$ cat config.mk
export PLATFORM = sky130hd
export DESIGN_NAME = gpu_cmd_sequencer
export DESIGN_NICKNAME = d
export VERILOG_FILES = /design/src/rtl/gpu_cmd_sequencer.sv
export SDC_FILE = /design/constraint.sdc
export NUM_CORES = 1
export LEC_CHECK = 0
export ABC_AREA = 1
export CAP_MARGIN = 15
export CORE_ASPECT_RATIO = 1.5
export CORE_UTILIZATION = 46
export CTS_CLUSTER_DIAMETER = 120
export DETAILED_ROUTE_END_ITERATION = 6
export GPL_TIMING_DRIVEN = 0
export PLACE_DENSITY = 0.77
export SLEW_MARGIN = 20
export SYNTH_ARGS = -nofsm -noshare
export SYNTH_HDL_FRONTEND = slang
export SYNTH_SLANG_ARGS = --single-unit
$ cat constraint.sdc
create_clock -name CLK -period 1.3 [get_ports CLK]
set_input_delay 0.39 -clock CLK [delete_from_list [all_inputs] [get_ports CLK]]
set_output_delay 0.39 -clock CLK [all_outputs]
set_load 0.01 [all_outputs]
$ cat src/rtl/gpu_cmd_sequencer.sv
// gpu_cmd_sequencer: runs one command at a time (CLEAR, LOAD_EDGE, SWAP, STATUS); ports cmd_*, ew_*, edge_*, clr_*, vblank/fb_sel, tx_*
module gpu_cmd_sequencer #(
  parameter int EDGE_AW = 10,
  parameter int WORDS_PER_EDGE = 3
) (
  input  logic               CLK,
  input  logic               rst,
  input  logic               cmd_valid,
  output logic               cmd_ready,
  input  logic [7:0]         cmd_op,
  input  logic [7:0]         cmd_arg,
  input  logic [15:0]        cmd_addr,
  input  logic               ew_valid,
  output logic               ew_ready,
  input  logic [15:0]        ew_data,
  output logic               edge_we,
  output logic [EDGE_AW-1:0] edge_addr,
  output logic [15:0]        edge_wdata,
  output logic               clr_start,
  output logic [7:0]         clr_color,
  input  logic               clr_done,
  input  logic               vblank,
  output logic               fb_sel,
  output logic               tx_valid,
  input  logic               tx_ready,
  output logic [7:0]         tx_data
);
  localparam int CW = $clog2(255 * WORDS_PER_EDGE + 1);
  localparam logic [7:0] OP_SWAP = 8'h01, OP_CLEAR = 8'h02, OP_EDGE = 8'h05, OP_STAT = 8'h07;
  typedef enum logic [2:0] {IDLE, CLEAR, EDGE, SWAP, STAT} state_t;
  state_t state, next;
  logic [CW-1:0] cnt;
  logic [EDGE_AW-1:0] ptr;
  logic [5:0] swap_cnt;
  logic err, accept, ew_hs, known;
  assign cmd_ready = state == IDLE;
  assign ew_ready = state == EDGE;
  assign tx_valid = state == STAT;
  assign accept = cmd_valid && cmd_ready;
  assign ew_hs = ew_valid && ew_ready;
  assign known = cmd_op inside {OP_SWAP, OP_CLEAR, OP_EDGE, OP_STAT};
  always_ff @(posedge CLK or negedge rst)
    if (!rst) state <= IDLE;
    else state <= next;
  always_comb begin
    next = state;
    unique case (state)
      IDLE:  if (accept) next = cmd_op == OP_CLEAR ? CLEAR :
                               cmd_op == OP_EDGE && cmd_arg != 8'd0 ? EDGE :
                               cmd_op == OP_SWAP ? SWAP :
                               cmd_op == OP_STAT ? STAT : IDLE;
      CLEAR: if (clr_done) next = IDLE;
      EDGE:  if (ew_hs && cnt == CW'(1)) next = IDLE;
      SWAP:  if (vblank) next = IDLE;
      STAT:  if (tx_ready) next = IDLE;
      default: next = IDLE;
    endcase
  end
  always_ff @(posedge CLK or negedge rst)
    if (!rst) begin
      cnt <= '0;
      ptr <= '0;
      swap_cnt <= '0;
      err <= 1'b0;
      edge_we <= 1'b0;
      edge_addr <= '0;
      edge_wdata <= '0;
      clr_start <= 1'b0;
      clr_color <= '0;
      fb_sel <= 1'b0;
      tx_data <= '0;
    end else begin
      clr_start <= accept && cmd_op == OP_CLEAR;
      edge_we <= ew_hs;
      if (accept && cmd_op == OP_CLEAR) clr_color <= cmd_arg;
      if (accept && cmd_op == OP_EDGE) begin
        cnt <= CW'(cmd_arg) * CW'(WORDS_PER_EDGE);
        ptr <= EDGE_AW'(cmd_addr * 16'(WORDS_PER_EDGE));
      end
      if (accept && cmd_op == OP_STAT) tx_data <= {fb_sel, err, swap_cnt};
      if (accept && !known) err <= 1'b1;
      else if (tx_valid && tx_ready) err <= 1'b0;
      if (ew_hs) begin
        edge_addr <= ptr;
        edge_wdata <= ew_data;
        ptr <= ptr + EDGE_AW'(1);
        cnt <= cnt - CW'(1);
      end
      if (state == SWAP && vblank) begin
        fb_sel <= ~fb_sel;
        swap_cnt <= swap_cnt + 6'd1;
      end
    end
endmodule
==> results by group, run 1 <==
Clock network
  • H-tree depth: 3
  • Clk root buf: clkbuf_16
  • Clock net sink count: 75
  • Maximum buffer depth of the clock tree: 2
  • Clk_lat worst skew: 0.35 ns
  • CTS tree: built
  • Clk pin slew, worst setup/hold paths: 0.06 ns
  • CTS Buf Count: 9

Timing
  • Clk_skew: 0.00793 ns
  • Worst relative slew slack: 74.5%
  • Final Hold Fails: 0
  • Worst Tran Pin Value: 0.381 ns
  • Final worst-path cycle share: 123%
  • RSZ-0062 raised after global routing: true
  • Setup_tns: -11.81 ns
  • Setup ws final: -0.304 ns
  • Highest Clock Rate: 623 MHz
  • Max-slew violations: 0
  • Final setup viols: 75
  • Tmin final: 1.60 ns

Detailed routing
  • Routed WL: 15400 um
  • Drt first pass iters: 7
  • DRC: 0
  • Via density: 5.48
  • Post-DRT Antenna Nets: 0
  • Starting DRT DRC Count: 359
  • Drt wl/cell: 17.1 um
  • DR vias: 4928

Logic synthesis
  • Post-synthesis sequential area ratio: 41.4%
  • Synthesized Nets: 687
  • Gate Count Post-Synth: 605
  • Share of the synthesized area in the top cell type: 41.4%
  • Post-synth EDFFs: 0
  • Async S/R FF share, synth: 100%
  • Flops & latches, synth: 75
  • Synth warn: 0
  • Post-Synthesis Cell Area: 0.00454 mm2
  • Top_reg_cell synth: dfrtp_1
  • Avg Cell Area, Syn: 7.50 um2
  • Area leader, netlist: dfrtp_1
  • Synth area leaders: dfrtp_1, nand2_1, ha_1
  • Synth unique cells: 36

Job
  • Max Cap Violations: 0

Outcome
  • Status: finished, violations left
  • Failing checks: negative setup slack

Critical path
  • Worst path cell trace: inv_2 > nand3_4 > inv_2 > buf_6
  • Worst EP arrival: 1.21 ns
  • Slowest-stage cell, CP: dfrtp_2
  • Critical path required time: 0.91 ns
  • Max incr delay on CP: 0.44 ns
  • Critical Path Sink Type: output pin
  • Worst R2R Path Depth: 8
  • Kind of critical path: reg -> out
  • WP buf/inv: 3
  • CP Max Fanout: 3
  • Worst path depth: 4
  • Crit path max-delay family: flip-flops
  • Crit-path most repeated cell: inv_2
  • Startpoint type of the worst setup path: flip-flop

Hold path
  • Hold path cells: 3
  • Hold Path Class: in -> reg

Global route
  • Initial antenna violation count: 0
  • First-pass GRT wire length: 22700 um
  • GRT Total Usage: 28.0%
  • Total grt overflow: 0
  • Pin count of the biggest net entering global routing: 54
  • Vias in the first global route: 4882

Floorplan
  • Die H: 124 um
  • Starting density of the core: 47.1%
  • Die footprint: 0.0103 mm2
  • I/O pin cnt: 103
  • Cell Rows: 44
  • Core area: 0.00963 mm2
  • Die width: 83.1 um

Cells and area
  • # nets final: 861
  • Layout cells sized above 1: 43.6%
  • Layout area overhead: 62.7%
  • Commonest non-fill, non-tap cell in the layout: nand2_1
  • Register area: 0.00188 mm2
  • Most frequent cells in the layout: nand2_1, dfrtp_1, inv_1
  • Diode count: 0
  • Multi-input logic area: 0.00302 mm2
  • Layout fillers: 593
  • Design area: 0.00738 mm2

Placed design
  • Placed inst area: 0.00583 mm2
  • Final GP Congestion: 0.878
  • IO buf count: 96
  • Post-DP HPWL: 8030 um
  • Placement Setup Slack: -0.963 ns

Power
  • Lkg Pwr: 0.00380 uW
  • Peak VDD IR: 956 uV
  • PD cells: 1020 mW/mm2
==> synthesized netlist by cell type (all sizes together) (7+ instances only) <==
cell and instances:
ha 25, nand3b 9, buf 11, dfrtp 75, xor2 8, nand2 211
a21oi 14, nor2 55, inv 81, nand3 50, o21ai 29, nand4 7
==> power breakdown <==
part	total (uW)	switching, uW	internal [uW]
Combinational	1930	1080	852
Clock	2720	1040	1690
Sequential	2860	282	2570
Total	7510	2400	5110
==> kinds of logic after synthesis <==
| family | Yosys count | synth area share, % |
|---|---|---|
| flops | 75 | 41.4 |
| fa+ha+maj | 27 | 7.78 |
| simple gates | 341 | 33.0 |
| compound gates | 54 | 6.54 |
| xor+xnor | 11 | 2.12 |
| mux | 1 | 0.248 |
| buf+inv | 96 | 8.99 |
==> path summary, 6_finish.rpt <==
check / slack (ns) / end / startpoint
max: -0.30 / cmd_ready / state[2]
max reg2reg: -0.29 / cnt[8] / cnt[0]
min in group asynchronous: 0.49 / edge_wdata[1] / rst
min: 0.34 / ptr[0] / cmd_addr[0]
min reg2reg: 0.47 / tx_data[3] / tx_data[3]
max in group asynchronous: 0.22 / state[2] / rst
==> final cells by class <==
cell class	count	share of cell area (%)
multi-input cells	434	40.9
clock buffers	10	3.10
well taps	115	1.95
repair buffers	165	20.0
plain buffers	13	3.10
clock inverters	6	1.20
inverters	81	4.24
flip-flops and latches	75	25.5
==> registers in the layout, indices dropped and copies added, names as in the netlist, 3 cells and up <==
register / cells
tx_data: 8
edge_addr: 10
edge_wdata: 16
ptr: 10
swap_cnt: 6
state: 3
clr_color: 8
cnt: 10
==> layer usage <==
| metal | wire length, um | track usage [%] | share of wire, % |
|---|---|---|---|
| met5 | 0 | 0 | 0 |
| met3 | 788 | 4.04 | 5.1 |
| met2 | 8340 | 53.4 | 54 |
| met4 | 838 | 17.7 | 5.4 |
| met1 | 5440 | 28.6 | 35 |
==> through the flow <==
step                std cells  power, uW  utilization, %  hold slack (ns)
CTS                       890       7090            72.8            0.342
global placement          816       4260            60.3            0.453
detailed placement        817       4330            60.6            0.312
finish                    899       7510            76.6            0.341
global route              899       7790            76.6            0.374
floorplan                 605       3660               -           0.0944
==> timing repair <==
action,CTS,global route
gates cloned,12,1
endpoints found under the setup margin,118,77
hold endpoints to repair,22,0
pin swaps,61,27
hold buffers,1,0
gates resized for setup,427,108
setup buffers,45,16
==> worst min-delay path, cell delays in order <==
cell	delay, ns
buf_4	0.12
nand2_1	0.06
o211ai_1	0.07
Power figures use the tool's default switching activity.
==> run 2, diff against run 1 <==
Settings changed: CTS_CLUSTER_DIAMETER 120 to unset.
==> results of run 2 <==
No change in the layout: final DEF, timing and power equal those of run 1.
